File: src/rtl/data_recover_control.sv
// ----------------------------------------------------------------------------
// data_recover_control
//
// Receive-side data controller. Ciphertext words from the channel are
// buffered in a small FIFO. The controller then drives the key generator
// through a 2-bit instruction and recovers each plaintext word as
// head ^ key_out[OUT_WIDTH-1:0]. The result is presented on a valid/ready
// output.
//
// Every word passes through this sequence:
//   IDLE -> GEN (instruction 01, wait for done, bounded by TIMEOUT)
//        -> OUT (plaintext held until plain_ready)
//        -> CONSUME (one cycle, instruction 10, FIFO pop, key_in <= y0)
//        -> IDLE
//
// When GEN times out, the sticky timeout_err flag is set and the controller
// returns to IDLE. The head word stays in the FIFO and is retried.
//
// rst_n asserts asynchronously. Its release is expected to be synchronous to
// clk; the reset synchroniser sits upstream of this block.
//
// Ports
//   clk, rst_n     clock, async active-low reset
//   cipher_valid   ciphertext word offered
//   cipher_in      ciphertext word (OUT_WIDTH)
//   cipher_ready   FIFO can accept a word (= !full)
//   done           key generator has key_out ready
//   key_out        current key word (DATA_WIDTH)
//   y0             generator state feedback (DATA_WIDTH)
//   key_in         seed/state returned to the generator (DATA_WIDTH)
//   instruction    00 hold, 01 generate, 10 consume
//   plain_out      recovered plaintext (OUT_WIDTH)
//   plain_valid    plain_out valid
//   plain_ready    downstream accepts plain_out
//   fifo_count     words currently buffered
//   timeout_err    sticky: done not seen within TIMEOUT GEN cycles
// ----------------------------------------------------------------------------
module data_recover_control #(
    parameter int DATA_WIDTH = 12,
    parameter int OUT_WIDTH  = 8,
    parameter int FIFO_DEPTH = 4,
    parameter int TIMEOUT    = 255
) (
    input  logic                          clk,
    input  logic                          rst_n,
    input  logic                          cipher_valid,
    input  logic [OUT_WIDTH-1:0]          cipher_in,
    output logic                          cipher_ready,
    input  logic                          done,
    input  logic [DATA_WIDTH-1:0]         key_out,
    input  logic [DATA_WIDTH-1:0]         y0,
    output logic [DATA_WIDTH-1:0]         key_in,
    output logic [1:0]                    instruction,
    output logic [OUT_WIDTH-1:0]          plain_out,
    output logic                          plain_valid,
    input  logic                          plain_ready,
    output logic [$clog2(FIFO_DEPTH):0]   fifo_count,
    output logic                          timeout_err
);

    localparam int PTR_W = (FIFO_DEPTH > 1) ? $clog2(FIFO_DEPTH) : 1;
    localparam int CNT_W = $clog2(FIFO_DEPTH) + 1;
    localparam int TMR_W = $clog2(TIMEOUT + 1);

    localparam logic [1:0] INSTR_HOLD    = 2'b00;
    localparam logic [1:0] INSTR_GEN     = 2'b01;
    localparam logic [1:0] INSTR_CONSUME = 2'b10;

    typedef enum logic [1:0] {
        ST_IDLE    = 2'd0,
        ST_GEN     = 2'd1,
        ST_OUT     = 2'd2,
        ST_CONSUME = 2'd3
    } state_t;

    // ------------------------------------------------------------------------
    // State
    // ------------------------------------------------------------------------
    state_t                 state_q, state_d;
    logic [1:0]             instr_q, instr_d;
    logic [DATA_WIDTH-1:0]  key_in_q, key_in_d;
    logic [OUT_WIDTH-1:0]   plain_out_q, plain_out_d;
    logic                   plain_valid_q, plain_valid_d;
    logic                   timeout_err_q, timeout_err_d;
    logic [TMR_W-1:0]       timer_q, timer_d;

    logic [PTR_W-1:0]       wr_ptr_q, wr_ptr_d;
    logic [PTR_W-1:0]       rd_ptr_q, rd_ptr_d;
    logic [CNT_W-1:0]       count_q, count_d;
    logic [OUT_WIDTH-1:0]   mem [FIFO_DEPTH];

    logic                   full;
    logic                   push;
    logic                   pop;
    logic [OUT_WIDTH-1:0]   head;

    // Only the low OUT_WIDTH key bits take part in the XOR. This reduction
    // keeps the upper bits formally consumed.
    logic                   unused_key_bits;
    assign unused_key_bits = ^key_out;

    // ------------------------------------------------------------------------
    // FIFO bookkeeping
    // ------------------------------------------------------------------------
    assign full         = (count_q == CNT_W'(FIFO_DEPTH));
    assign cipher_ready = !full;
    assign push         = cipher_valid && !full;
    assign head         = mem[rd_ptr_q];

    always_comb begin
        // NOTE: every combinational output gets a default before any branch,
        // so that no path leaves a signal unassigned and infers a latch.
        wr_ptr_d = wr_ptr_q;
        rd_ptr_d = rd_ptr_q;
        count_d  = count_q;
        // The depth is a power of two, so the pointers wrap naturally.
        if (push) wr_ptr_d = wr_ptr_q + PTR_W'(1);
        if (pop)  rd_ptr_d = rd_ptr_q + PTR_W'(1);
        unique case ({push, pop})
            2'b10:   count_d = count_q + CNT_W'(1);
            2'b01:   count_d = count_q - CNT_W'(1);
            default: count_d = count_q;
        endcase
    end

    // NOTE: the storage array carries no reset. Its contents are meaningless
    // while count is zero, and leaving it unreset lets it map onto plain RAM.
    always_ff @(posedge clk) begin
        if (push) mem[wr_ptr_q] <= cipher_in;
    end

    // ------------------------------------------------------------------------
    // Control FSM: next state and registered outputs
    // ------------------------------------------------------------------------
    always_comb begin
        state_d       = state_q;
        timer_d       = timer_q;
        plain_out_d   = plain_out_q;
        plain_valid_d = plain_valid_q;
        timeout_err_d = timeout_err_q;
        key_in_d      = key_in_q;
        pop           = 1'b0;

        unique case (state_q)
            ST_IDLE: begin
                if (count_q != '0) state_d = ST_GEN;
            end
            ST_GEN: begin
                if (done) begin
                    plain_out_d   = head ^ key_out[OUT_WIDTH-1:0];
                    plain_valid_d = 1'b1;
                    timer_d       = '0;
                    state_d       = ST_OUT;
                end else if (timer_q == TMR_W'(TIMEOUT - 1)) begin
                    // The head word is left in the FIFO, so IDLE retries it.
                    timeout_err_d = 1'b1;
                    timer_d       = '0;
                    state_d       = ST_IDLE;
                end else begin
                    timer_d = timer_q + TMR_W'(1);
                end
            end
            ST_OUT: begin
                if (plain_ready) begin
                    plain_valid_d = 1'b0;
                    state_d       = ST_CONSUME;
                end
            end
            ST_CONSUME: begin
                pop      = 1'b1;
                key_in_d = y0;
                state_d  = ST_IDLE;
            end
            default: state_d = ST_IDLE;
        endcase

        // The instruction register tracks the state being entered. It is
        // therefore valid throughout the cycle spent in that state.
        unique case (state_d)
            ST_GEN:     instr_d = INSTR_GEN;
            ST_CONSUME: instr_d = INSTR_CONSUME;
            default:    instr_d = INSTR_HOLD;
        endcase
    end

    // NOTE: sequential state uses non-blocking assignments only. All flops
    // then update together on the edge, with no ordering races.
    always_ff @(posedge clk or negedge rst_n) begin
        if (!rst_n) begin
            state_q       <= ST_IDLE;
            instr_q       <= INSTR_HOLD;
            key_in_q      <= '0;
            plain_out_q   <= '0;
            plain_valid_q <= 1'b0;
            timeout_err_q <= 1'b0;
            timer_q       <= '0;
            wr_ptr_q      <= '0;
            rd_ptr_q      <= '0;
            count_q       <= '0;
        end else begin
            state_q       <= state_d;
            instr_q       <= instr_d;
            key_in_q      <= key_in_d;
            plain_out_q   <= plain_out_d;
            plain_valid_q <= plain_valid_d;
            timeout_err_q <= timeout_err_d;
            timer_q       <= timer_d;
            wr_ptr_q      <= wr_ptr_d;
            rd_ptr_q      <= rd_ptr_d;
            count_q       <= count_d;
        end
    end

    assign instruction = instr_q;
    assign key_in      = key_in_q;
    assign plain_out   = plain_out_q;
    assign plain_valid = plain_valid_q;
    assign timeout_err = timeout_err_q;
    assign fifo_count  = count_q;

endmodule

File: config.mk
export PLATFORM = sky130hd
export DESIGN_NAME = data_recover_control
export DESIGN_NICKNAME = d
export VERILOG_FILES = /design/src/rtl/data_recover_control.sv
export SDC_FILE = /design/constraint.sdc
export NUM_CORES = 1
export LEC_CHECK = 0
export BUFFER_PORTS_ARGS = -buffer_cell sky130_fd_sc_hd__buf_2
export CAP_MARGIN = 20
export CORE_ASPECT_RATIO = 1.2
export CORE_MARGIN = 2
export CORE_UTILIZATION = 45
export CTS_BUF_LIST = sky130_fd_sc_hd__clkbuf_8
export CTS_CLUSTER_SIZE = 10
export DETAILED_ROUTE_END_ITERATION = 7
export PLACE_DENSITY = 0.67
export SKIP_LAST_GASP = 1
export SYNTH_ARGS = -nofsm -noshare
export SYNTH_HDL_FRONTEND = slang
export SYNTH_SLANG_ARGS = --single-unit
File: constraint.sdc
create_clock -name clk -period 2.1 [get_ports clk]
set_input_delay 0.63 -clock clk [delete_from_list [all_inputs] [get_ports clk]]
set_output_delay 0.63 -clock clk [all_outputs]
set_load 0.01 [all_outputs]
==> results <==
- The flow ran to the end, and the final reports show no timing, DRC or antenna violations.
- The internal power is roughly 3.3 mW.
- The post-synthesis async set-or-reset flop share is 0.562.
- The minimum clock period after layout is roughly 1.9 ns.
- The top achievable clock speed is 0.526 GHz.
- Of the post-synthesis cell area, the dominant cell type holds 0.337.
- The start point of the critical path is fifo_count[0].
- The via count of the first global-routing pass is 1868.
- The total of buffers placed on input and output ports is 60.
- The worst setup path is of the reg -> reg kind.
- The number of hold violations in the final report is 0.
- Entering global routing, the biggest net connects 27 pins.
- The overall die area is between 7000 and 8000 um2.
- The number of max-cap violations is 0.
- The congestion estimate from routability-driven global placement came to roughly 0.8.
- The top-level I/O count is 65.
- In this run the worst path has a maximum fanout of 4.
- The destination of the critical timing path is fifo_count[2].
- The kind of launch point of the worst setup path is a flip-flop.
- The initialized floorplan defines 32 standard-cell rows.
- The switching share of power is 0.328.
- In the final layout, the multi-input gates occupy 971 um2.
- The initial antenna violation count is 0.
- After synthesis the cells add up to 3050 um2.
- Adding up every negative setup slack in the final design gives 0 ns.
- The share of total power dissipated in the clock network is 0.192.
- The first global-routing pass estimated 8910 um of wire.
- The clock reaches the later pin of the worst-skew pair after 0.34 ns.
- The number of cell instances on the worst register-to-register path is 10.
- The worst-case IR drop observed on VDD is 0.638 mV.
- The max-slew headroom at the worst pin is 0.638.
- The final routed wirelength across all metal layers is 5250 um.
- The final layout net count is 330.
- The global-route congestion overflow total is 0.
- 0 antenna diodes ended up in the layout.
- Of all cell types, the one taking the most synthesized area is sky130_fd_sc_hd__dfrtp_1.
- The clock input transition at the sequential cells of the worst setup and hold paths is 0.07 ns.
- For this design the ratio of total power to cell area is 1340 nW/um2.
- The worst path required time is 2.36 ns.
- The die outline width is 79.1 um.
- The signed area change from the synthesized netlist to the final layout is 19.9%.
- The worst hold-check path type is in -> async.
- The antenna violation net count after detailed routing is 0.
- The worst endpoint data arrival time is 2.16 ns.
- The area of the core is about 6500 um2.
- Across the whole layout, storage elements account for about 2000 um2.
- The combinational power share is 0.351.
- The pre-antenna-repair detailed-routing pass consisted of 4 iterations.
- The average instance in the mapped netlist occupies approximately 15 um2.
- The total track usage is 0.160.
- Yosys attributes the largest share of cell area to sky130_fd_sc_hd__dfrtp_1 (34%), sky130_fd_sc_hd__edfxtp_1 (32%), sky130_fd_sc_hd__mux4_2 (5.9%).
- Summed over all nets, the switching power comes to 1.61 mW.
- The number of fillers in the final layout is 565.
- After the first detailed-routing iteration, the DRC count stood at 80.
- The analysis attributes to cell leakage a power of 1.59 nW.
- The detailed-route via count is 1808.
- Counting flops with a built-in enable in the synthesized netlist gives 32.
- For this run, the number of Yosys warnings is 0.
- The buffer levels on the longest clock path is 2.
- The nature of the critical path endpoint is a flip-flop.
- The fraction of final layout cells sized beyond drive strength 1 is 0.390.
- The power after layout is 4.91 mW.
- The TritonCTS clock tree is yes.
- Setup repair after global routing left no endpoint under its margin.
- The setup check on the worst reg-to-reg path leaves a slack of ~0.20 ns.
- The critical register-to-register path endpoint is fifo_count[2].
- Buffers inserted during clock tree synthesis total 9.
- The most used flip-flop cell after synthesis is sky130_fd_sc_hd__dfrtp_1.
- The worst-case clock skew is between 0.009 and 0.01 ns.
- The post-synthesis sequential area ratio is 0.652.
- Counting flops and latches in the post-synthesis netlist gives 73.
- Counting every sink on the clock net gives 73.
- In this run the vertical extent of the chip is around 94 um.
- The vias per cell is 4.82.
- The final max-slew violation count came to 0.
- Of the total power, registers draw 0.456.
- The root buffer cell chosen for the clock tree is sky130_fd_sc_hd__clkbuf_8.
- The initial utilization of the core area, before any placement, comes to 0.470.
- The share of the cycle needed by the critical path after routing is 0.905.
- In the routed design, unresolved DRC markers number 0.
- In the final routed layout, each cell accounts on average for between 10 and 15 um.
- Synthesis produced a netlist whose cell count is 210.
- The number of distinct library cells after synthesis is 31.
- The H-tree depth is 3.
- Detailed placement ended at an HPWL of 3810 um.
- The worst register-to-register path begins at fifo_count[0].
- When the netlist entered floorplanning its net count stood at between 200 and 300.
- The count of endpoints failing setup in the final report is 0.
- For the pin with the worst max-slew slack, the measured transition is 0.543 ns.
synth_stat cells, types with 2 or more instances:
| master | number |
|---|---|
| sky130_fd_sc_hd__mux2_2 | 13 |
| sky130_fd_sc_hd__xor2_1 | 2 |
| sky130_fd_sc_hd__nand2_1 | 16 |
| sky130_fd_sc_hd__a21o_1 | 3 |
| sky130_fd_sc_hd__a21oi_1 | 7 |
| sky130_fd_sc_hd__buf_6 | 3 |
| sky130_fd_sc_hd__nand3_1 | 4 |
| sky130_fd_sc_hd__a31oi_1 | 2 |
| sky130_fd_sc_hd__inv_1 | 13 |
| sky130_fd_sc_hd__and3_1 | 4 |
| sky130_fd_sc_hd__ha_1 | 7 |
| sky130_fd_sc_hd__nand4_1 | 2 |
| sky130_fd_sc_hd__or3_1 | 4 |
| sky130_fd_sc_hd__nand2b_1 | 2 |
| sky130_fd_sc_hd__nor2_1 | 5 |
| sky130_fd_sc_hd__mux4_2 | 8 |
| sky130_fd_sc_hd__o21ai_0 | 19 |
| sky130_fd_sc_hd__edfxtp_1 | 32 |
| sky130_fd_sc_hd__dfrtp_1 | 41 |
| sky130_fd_sc_hd__xnor2_1 | 12 |
cell type report:
class,count,share of cell area
flip-flops and latches,73,0.544
multi-input cells,119,0.266
repair buffers,69,0.101
clock buffers,10,0.0377
well taps,85,0.0291
inverters,13,0.0134
clock inverters,6,0.00925
worst min-delay path by stage:
stage / slack, ns / endpoint / startpoint / cells past startpoint
2_1_floorplan: 0.33 / fifo_count[0] / rst_n / 0
3_3_place_gp: 0.44 / timeout_err / timeout_err / 1
3_5_place_dp: 0.45 / timeout_err / timeout_err / 1
4_1_cts: 0.28 / timer_q[0] / rst_n / 1
5_1_grt: 0.31 / plain_out[5] / rst_n / 1
6_report: 0.27 / plain_out[5] / rst_n / 1
cell usage in the layout, fill, tap and decap left out, drive strengths merged, types with 5 or more instances in the layout:
cell and instances:
mux4 8, nor2 5, a21oi 7, nand2 16
xnor2 12, buf 69, mux2 13, dfrtp 41
inv 13, ha 7, clkbuf 10, clkinv 6
o21ai 20, edfxtp 32
timing repair:
action / in CTS / in global routing
setup buffers: 0 / 2
resized for setup: 0 / 4
hold buffers: 0 / 0
setup endpoints to repair: 0 / 1
state kept, by name (all words and copies together) (netlist names):
| signal | flops |
|---|---|
| plain_out | 8 |
| fifo_count | 3 |
| timer_q | 8 |
| instruction | 2 |
| timeout_err | 1 |
| wr_ptr_q | 2 |
| plain_valid | 1 |
| mem | 32 |
| state_q | 2 |
| key_in | 12 |
| rd_ptr_q | 2 |
critical path: stages, from the launching register on:
cell	delay, ns
sky130_fd_sc_hd__dfrtp_1	0.43
sky130_fd_sc_hd__inv_2	0.07
sky130_fd_sc_hd__nand3_1	0.09
sky130_fd_sc_hd__and2_1	0.18
sky130_fd_sc_hd__inv_1	0.06
sky130_fd_sc_hd__ha_2	0.18
sky130_fd_sc_hd__inv_1	0.06
sky130_fd_sc_hd__fa_2	0.33
sky130_fd_sc_hd__xor2_1	0.15
sky130_fd_sc_hd__nor2_1	0.12
sky130_fd_sc_hd__xor2_1	0.15
metrics by stage:
step | utilization | cell area (um2) | setup slack (ns) | hold WS (ns) | instances
after CTS | 0.560 | 3630 | 0.100 | 0.276 | 373
after detailed placement | 0.534 | 3460 | 0.0402 | 0.446 | 357
final | 0.563 | 3650 | 0.199 | 0.274 | 375
after global routing | 0.563 | 3650 | 0.0339 | 0.314 | 375
after floorplan | - | 3050 | 0.0515 | 0.334 | 210
after global placement | 0.534 | 3460 | 0.0722 | 0.440 | 357
routing by layer:
layer / vias to the layer above / part of all wire / GRT usage
met2: 42 / 0.49 / 0.248
met5: - / 0 / 0
li1: 903 / - / -
met4: 0 / 0.0065 / 0.0733
met3: 2 / 0.042 / 0.0433
met1: 861 / 0.46 / 0.210
power groups by stage:
stage	sequential, mW	combinational, mW	clock, mW
3_5_place_dp	2.27	1.72	0
3_3_place_gp	2.25	1.68	0
6_report	2.24	1.72	0.944
4_1_cts	2.24	1.73	0.984
5_1_grt	2.31	1.95	1.03
2_1_floorplan	2.31	1.13	0
kinds of logic after synthesis:
| group | Yosys count | share of synthesized area |
|---|---|---|
| AND/OR/NAND/NOR | 42 | 0.0711 |
| XOR/XNOR | 14 | 0.0403 |
| buffers and inverters | 18 | 0.0304 |
| multiplexers | 21 | 0.107 |
| AO/OA/AOI/OAI | 34 | 0.0633 |
| adder cells (fa/ha/maj) | 8 | 0.0353 |
| flip-flops | 73 | 0.652 |
No activity file was read; power rests on OpenSTA's default activity.
